===== src/rtl/ifu_axil_rd_slave_if.sv =====
// rtl/ifu_axil_rd_slave_if.sv - IFU AXI-lite read channel (ar/r) bundle
interface ifu_axil_rd_slave_if;
  logic        arvalid;
  logic        arready;
  logic [63:0] araddr;
  logic        rvalid;
  logic        rready;
  logic [1:0]  rresp;
  logic [63:0] rdata;

  modport master (output arvalid, araddr, rready,
                  input  arready, rvalid, rresp, rdata);
  modport slave  (input  arvalid, araddr, rready,
                  output arready, rvalid, rresp, rdata);
endinterface


===== src/rtl/ifu_axil_rd_slave.sv =====
// rtl/ifu_axil_rd_slave.sv - AXI-lite read responder serving IFU fetches from a synchronous SRAM
// Requests are queued, issued in order with optional wait cycles, and answered strictly in order.
module ifu_axil_rd_slave #(
  parameter logic [63:0] BASE_ADDR      = 64'h8000_0000,
  parameter int          MEM_AW         = 16,
  parameter int          REQ_DEPTH_LOG2 = 2,
  parameter int          WAIT_CYCLES    = 0
) (
  input  logic               clk,
  input  logic               rst_n,
  ifu_axil_rd_slave_if.slave ifu,
  output logic               sram_en,
  output logic [MEM_AW-1:0]  sram_addr,
  input  logic [63:0]        sram_rdata
);
  localparam int REQ_DEPTH = 1 << REQ_DEPTH_LOG2;
  localparam int CW        = REQ_DEPTH_LOG2 + 1;

  typedef enum logic [1:0] {S_IDLE, S_WAIT, S_READ} state_t;

  logic [MEM_AW-1:0]         r_req_idx [REQ_DEPTH];
  logic [REQ_DEPTH-1:0]      r_req_err;
  logic [REQ_DEPTH_LOG2-1:0] r_req_wp, r_req_rp;
  logic [CW-1:0]             r_req_cnt;

  logic [63:0] r_rsp_data [2];
  logic [1:0]  r_rsp_resp [2];
  logic        r_rsp_wp, r_rsp_rp;
  logic [1:0]  r_rsp_cnt;
  logic        r_inflight;

  state_t      r_state, w_state_nxt;
  logic [3:0]  r_cnt, w_cnt_nxt;
  logic        w_do_read;

  logic [60:0]       w_word;
  logic              w_err;
  logic              w_req_push, w_req_empty;
  logic [MEM_AW-1:0] w_head_idx;
  logic              w_head_err;
  logic              w_credit, w_can_read;
  logic              w_r_pop, w_rsp_pop, w_push_rd, w_push_err, w_rsp_push;
  logic [63:0]       w_push_data;
  logic [1:0]        w_push_resp;

  // Decode on doubleword granularity; BASE_ADDR is doubleword aligned.
  assign w_word      = ifu.araddr[63:3] - BASE_ADDR[63:3];
  assign w_err       = (ifu.araddr < BASE_ADDR) | (|w_word[60:MEM_AW]);
  assign ifu.arready = ~r_req_cnt[CW-1];
  assign w_req_push  = ifu.arvalid & ifu.arready;
  assign w_req_empty = (r_req_cnt == '0);
  assign w_head_idx  = r_req_idx[r_req_rp];
  assign w_head_err  = r_req_err[r_req_rp];

  // An error entry waits for any older SRAM read to land so ordering holds.
  assign w_credit   = ({1'b0, r_rsp_cnt} + {2'b00, r_inflight}) < 3'd2;
  assign w_can_read = ~w_req_empty & w_credit & ~(w_head_err & r_inflight);

  always_comb begin
    w_state_nxt = r_state;
    w_cnt_nxt   = r_cnt;
    w_do_read   = 1'b0;
    case (r_state)
      S_IDLE: begin
        if (WAIT_CYCLES == 0) begin
          w_do_read = w_can_read;
        end else if (~w_req_empty & w_credit) begin
          w_state_nxt = (WAIT_CYCLES > 1) ? S_WAIT : S_READ;
          w_cnt_nxt   = 4'(WAIT_CYCLES);
        end
      end
      S_WAIT: begin
        w_cnt_nxt = r_cnt - 4'd1;
        if (r_cnt == 4'd2) w_state_nxt = S_READ;
      end
      S_READ: begin
        if (w_can_read) begin
          w_do_read = 1'b1;
          if (r_req_cnt > CW'(1)) begin
            w_state_nxt = (WAIT_CYCLES > 1) ? S_WAIT : S_READ;
            w_cnt_nxt   = 4'(WAIT_CYCLES);
          end else begin
            w_state_nxt = S_IDLE;
          end
        end
      end
      default: w_state_nxt = S_IDLE;
    endcase
  end

  assign sram_en   = w_do_read & ~w_head_err;
  assign sram_addr = w_head_idx;

  // The in-flight read is the youngest response; it is shown directly when the buffer is empty.
  assign ifu.rvalid = (r_rsp_cnt != 2'd0) | r_inflight;
  always_comb begin
    ifu.rdata = 64'd0;
    ifu.rresp = 2'b00;
    if (r_rsp_cnt != 2'd0) begin
      ifu.rdata = r_rsp_data[r_rsp_rp];
      ifu.rresp = r_rsp_resp[r_rsp_rp];
    end else if (r_inflight) begin
      ifu.rdata = sram_rdata;
    end
  end

  assign w_r_pop     = ifu.rvalid & ifu.rready;
  assign w_rsp_pop   = w_r_pop & (r_rsp_cnt != 2'd0);
  assign w_push_rd   = r_inflight & ~(w_r_pop & (r_rsp_cnt == 2'd0));
  assign w_push_err  = w_do_read & w_head_err;
  assign w_rsp_push  = w_push_rd | w_push_err;
  assign w_push_data = w_push_err ? 64'd0 : sram_rdata;
  assign w_push_resp = w_push_err ? 2'b11 : 2'b00;

  always_ff @(posedge clk or negedge rst_n) begin
    if (!rst_n) begin
      r_state    <= S_IDLE;
      r_cnt      <= 4'd0;
      r_req_wp   <= '0;
      r_req_rp   <= '0;
      r_req_cnt  <= '0;
      r_rsp_wp   <= 1'b0;
      r_rsp_rp   <= 1'b0;
      r_rsp_cnt  <= 2'd0;
      r_inflight <= 1'b0;
    end else begin
      r_state    <= w_state_nxt;
      r_cnt      <= w_cnt_nxt;
      r_inflight <= w_do_read & ~w_head_err;
      if (w_req_push) r_req_wp <= r_req_wp + 1'b1;
      if (w_do_read)  r_req_rp <= r_req_rp + 1'b1;
      r_req_cnt <= r_req_cnt + CW'(w_req_push) - CW'(w_do_read);
      if (w_rsp_push) r_rsp_wp <= ~r_rsp_wp;
      if (w_rsp_pop)  r_rsp_rp <= ~r_rsp_rp;
      r_rsp_cnt <= r_rsp_cnt + {1'b0, w_rsp_push} - {1'b0, w_rsp_pop};
    end
  end

  always_ff @(posedge clk) begin
    if (w_req_push) begin
      r_req_idx[r_req_wp] <= w_word[MEM_AW-1:0];
      r_req_err[r_req_wp] <= w_err;
    end
    if (w_rsp_push) begin
      r_rsp_data[r_rsp_wp] <= w_push_data;
      r_rsp_resp[r_rsp_wp] <= w_push_resp;
    end
  end
endmodule

===== src/flat_wrapper.sv =====
// flat-port wrapper written by rule: the top's interface ports become plain ports
module ifu_axil_rd_slave_flat 
#(
  parameter logic [63:0] BASE_ADDR      = 64'h8000_0000,
  parameter int          MEM_AW         = 16,
  parameter int          REQ_DEPTH_LOG2 = 2,
  parameter int          WAIT_CYCLES    = 0
)
  (clk, rst_n, sram_en, sram_addr, sram_rdata, ifu_arvalid, ifu_araddr, ifu_rready, ifu_arready, ifu_rvalid, ifu_rresp, ifu_rdata);
  ifu_axil_rd_slave_if ifu_i ();
  input  logic clk;
  input  logic rst_n;
  output logic sram_en;
  output logic [MEM_AW-1:0] sram_addr;
  input  logic [63:0] sram_rdata;
  input wire logic [$bits(ifu_i.arvalid)-1:0] ifu_arvalid;
  input wire logic [$bits(ifu_i.araddr)-1:0] ifu_araddr;
  input wire logic [$bits(ifu_i.rready)-1:0] ifu_rready;
  output wire logic [$bits(ifu_i.arready)-1:0] ifu_arready;
  output wire logic [$bits(ifu_i.rvalid)-1:0] ifu_rvalid;
  output wire logic [$bits(ifu_i.rresp)-1:0] ifu_rresp;
  output wire logic [$bits(ifu_i.rdata)-1:0] ifu_rdata;
  assign ifu_i.arvalid = ifu_arvalid;
  assign ifu_i.araddr = ifu_araddr;
  assign ifu_i.rready = ifu_rready;
  assign ifu_arready = ifu_i.arready;
  assign ifu_rvalid = ifu_i.rvalid;
  assign ifu_rresp = ifu_i.rresp;
  assign ifu_rdata = ifu_i.rdata;
  ifu_axil_rd_slave #(.BASE_ADDR(BASE_ADDR), .MEM_AW(MEM_AW), .REQ_DEPTH_LOG2(REQ_DEPTH_LOG2), .WAIT_CYCLES(WAIT_CYCLES)) u_core (.clk(clk), .rst_n(rst_n), .ifu(ifu_i), .sram_en(sram_en), .sram_addr(sram_addr), .sram_rdata(sram_rdata));
endmodule

===== config.mk =====
export PLATFORM = sky130hd
export DESIGN_NAME = ifu_axil_rd_slave_flat
export DESIGN_NICKNAME = d
export VERILOG_FILES = /design/src/rtl/ifu_axil_rd_slave_if.sv /design/src/rtl/ifu_axil_rd_slave.sv /design/src/flat_wrapper.sv
export SDC_FILE = /design/constraint.sdc
export NUM_CORES = 1
export LEC_CHECK = 0
export ABC_AREA = 1
export CAP_MARGIN = 5
export CORE_ASPECT_RATIO = 2
export CORE_MARGIN = 2
export CORE_UTILIZATION = 51
export CTS_CLUSTER_SIZE = 10
export DETAILED_ROUTE_END_ITERATION = 16
export PLACE_DENSITY = 0.88
export RECOVER_POWER = 50
export SKIP_LAST_GASP = 1
export SYNTH_ARGS = -nofsm -noshare
export SYNTH_HDL_FRONTEND = slang
export SYNTH_SLANG_ARGS = --single-unit

===== constraint.sdc =====
create_clock -name clk -period 5.3 [get_ports clk]
set_clock_uncertainty 0.05 [all_clocks]
set_input_delay 1.06 -clock clk [delete_from_list [all_inputs] [get_ports clk]]
set_output_delay 1.06 -clock clk [all_outputs]
set_load 0.05 [all_outputs]

==> results.yml <==
cells_and_area:
  seq_area_um2: 6250
  drive_gt1_share_pct: 4.94
  final.fill_count: 1436
  layout-area-overhead-vs-synth_pct: 30.4
  multi_input_area_um2: 2870
  num-nets-final: 1269
placed_design:
  estimated_wirelength_of_the_detail_placed_design_um: 18000
  number_of_port_buffers: 213
  finalWeightedCongestion: 0.887
  post-place-ws_ns: 1.29
sta:
  slew_limit_headroom_pct: -13.0
  finalHoldViolCount: 0
  grt_setup_unrepaired: "no"
  worst_slew_pin_slew_ns: 1.69
  final-setup-viol-count: 0
  min_period_ns: 4.46
  total_negative_setup_slack_ns: 0
  timing.fmax_ghz: 0.224
  layout_setup_ws_ns: 0.839
  final_slew_viol_count: 87
  fin_crit_sh_pct: 84.2
synthesis:
  synth-edff-count: 198
  synthDominantAreaCellType: "sky130_fd_sc_hd__edfxtp_1"
  postSynthCellCount: 932
  synth.most_common_cell: "sky130_fd_sc_hd__nor2_1"
  yosysSeqAreaShare_pct: 63.9
  synth.yosys.warnings: 0
  ys.flop_type: "sky130_fd_sc_hd__edfxtp_1"
  synth_common_cells: "sky130_fd_sc_hd__nor2_1 (242), sky130_fd_sc_hd__edfxtp_1 (198), sky130_fd_sc_hd__inv_1 (104), sky130_fd_sc_hd__o21ai_0 (102), sky130_fd_sc_hd__nand2_1 (73)"
  library_cells_used_by_synthesis: 34
  syn_area_per_cell_um2: 10.5
  mappedNetlistNets: 1073
  synth_area_um2: 9780
  async_set_or_reset_flop_fraction_in_the_synthesized_netlist_pct: 5.71
  synth_top_cells_by_area: "sky130_fd_sc_hd__edfxtp_1 (61%), sky130_fd_sc_hd__nor2_1 (9.3%), sky130_fd_sc_hd__o32ai_1 (5.7%)"
  synth_seq_cells: 210
  fraction_of_post_synthesis_cell_area_in_the_top_cell_type_by_area_pct: 60.8
floorplan:
  floorplan.die_area_um2: 20400
  io-pin-count: 217
  design.core.area_um2: 18800
  initial_core_util_pct: 51.9
  placementRows: 71
  dieHeight_um: 200
  die_w_um: 102
setup_path:
  worstPathMaxFanout: 102
  critical_path_required_ns: 4.19
  critPathBufInv: 3
  worst-setup-path-type: "flop to output port"
  critical_path.slowest_cell: "sky130_fd_sc_hd__clkdlybuf4s50_1"
  timing.critical_path.from_type: "flop"
  timing.critical_path.max_delay_family: "buffers and inverters"
  crit_path_max_incr_delay_ns: 0.89
  timing.critical_path.arrival_ns: 3.35
  capturing_element_type_of_the_critical_path: "output port"
  cp_cell_sequence: "nor2_1 > clkinv_2 > buf_12 > o32ai_1 > clkdlybuf4s50_1"
  setup.reg_to_reg.worst_slack_ns: 1.09
routing:
  antenna_left: 0
  topRoutingLayerUsed: "met4"
  viasPerCell: 5.54
  routedWlPerCell_um: 18.8
  routed_wl_um: 26200
  firstDrtPassIters: 5
  wl_met3_um: 1770
  wl_met1_um: 8850
  vias: 7705
  drcViolationCount: 0
  drt-initial-drc-count: 375
  route.met2.wl_um: 14200
outcome:
  status: "finished with violations"
  failed_checks: "max-capacitance violations, max-slew violations"
cts:
  cts_root_buffer_type: "sky130_fd_sc_hd__clkbuf_16"
  clock_sinks: 210
  cts-resized-gates: 0
  cts_buffers: 25
  cts_tree: "done"
  clk_pin_slew_worst_setup_hold_paths_ns: 0.05
  clk_latency_ns: 0.51
  post_cts_hold_buffers: 0
  htreeDepth: 1
  cts_post_setup_buffers_inserted: 0
  cts_max_path_buffers: 3
global_route:
  grt_pass1_wl_um: 39600
  grt_use_total_pct: 25.2
  first_global_vias: 7787
  grt_start_max_net_pins: 103
  grt_overflow_total: 0
  grt_antenna_before_repair: 1
power:
  vdd.ir_drop.worst_mv: 0.473
  power.leakage_nw: 4.69
  power.density_cell_area_nw_per_um2: 713
job:
  drv.max_cap_violation_count: 5
hold_path:
  worstHoldPathType: "flop to flop"
## metrics by stage
step / hold WS [ns] / instance area (um2) / instances / util (%) / total power, mW
after floorplan: 0.452 / 9780 / 932 / - / 6.02
after global placement: 0.520 / 12100 / 1356 / 64.3 / 7.58
after detailed placement: 0.542 / 12100 / 1356 / 64.3 / 7.68
after CTS: 0.554 / 12800 / 1389 / 67.9 / 9.16
after global routing: 0.555 / 12800 / 1390 / 67.7 / 9.51
final: 0.507 / 12800 / 1390 / 67.7 / 9.09
## where the power goes
group	internal (mW)	switching (mW)	leakage [nW]	total, mW
Clock	0.852	0.613	0.332	1.46
Combinational	1.46	3.53	2.40	4.99
Sequential	2.48	0.152	1.96	2.63
## path summary, 6_finish.rpt
check,cells past startpoint,startpoint,endpoint
worst min register to register,2,u_core.r_rsp_wp,u_core.r_rsp_wp
max in group asynchronous,1,rst_n,u_core.r_rsp_rp
min in group asynchronous,1,rst_n,u_core.r_inflight
worst min-delay path,2,u_core.r_rsp_wp,u_core.r_rsp_wp
worst max-delay path,5,u_core.r_rsp_cnt[1],ifu_rdata[19]
worst max register to register,7,u_core.r_req_rp[0],u_core.r_rsp_data[0][22]
## registers in the layout (all words and copies together), names as in the netlist, 2 cells and up
| signal | flops |
|---|---|
| u_core.r_req_wp | 2 |
| u_core.r_req_cnt | 3 |
| u_core.r_req_err | 4 |
| u_core.r_rsp_data | 128 |
| u_core.r_rsp_resp | 2 |
| u_core.r_rsp_cnt | 2 |
| u_core.r_req_idx | 64 |
| u_core.r_req_rp | 2 |
## cell usage in the layout (no fill, tap or decap), types with 11 or more instances in the layout
master / count
sky130_fd_sc_hd__o32ai_1: 64
sky130_fd_sc_hd__dlygate4sd3_1: 21
sky130_fd_sc_hd__edfxtp_1: 198
sky130_fd_sc_hd__nor2_1: 243
sky130_fd_sc_hd__o22ai_1: 16
sky130_fd_sc_hd__clkdlybuf4s50_1: 192
sky130_fd_sc_hd__nand2_1: 73
sky130_fd_sc_hd__inv_1: 102
sky130_fd_sc_hd__nand3_1: 11
sky130_fd_sc_hd__clkbuf_16: 25
sky130_fd_sc_hd__o21ai_0: 104
sky130_fd_sc_hd__dfrtp_1: 11
## routing by layer
| layer | track usage, % | up-vias |
|---|---|---|
| li1 | - | 3632 |
| met1 | 27.0 | 3622 |
| met2 | 45.9 | 368 |
| met3 | 4.87 | 83 |
| met4 | 13.4 | 0 |
| met5 | 0 | - |
## kinds of logic (layout without fill, tap and decap cells)
| group | count (synthesis) | in the layout | share of synthesized area [%] |
|---|---|---|---|
| AO/OA/AOI/OAI | 194 | 194 | 12.8 |
| other | 0 | 1 | 0 |
| buffers and inverters | 159 | 361 | 6.62 |
| adder cells (fa/ha/maj) | 9 | 9 | 1.23 |
| flip-flops | 210 | 210 | 63.9 |
| XOR/XNOR | 7 | 7 | 0.627 |
| AND/OR/NAND/NOR | 353 | 353 | 14.9 |
## area by class of cell
class	count	area share, %
antenna	1	0.0196
clock buffer	30	5.05
clock inverter	3	0.265
inverter	106	3.13
multi-input combinational	563	22.5
sequential	210	49.0
tap	255	2.50
timing repair buffer	222	17.5
## tightest hold or removal path: cells and delay by family (launching register included)
kind          cells  cell delay [ns]
flops             1             0.37
simple gates      2             0.15
(Power assumes the default switching activity.)
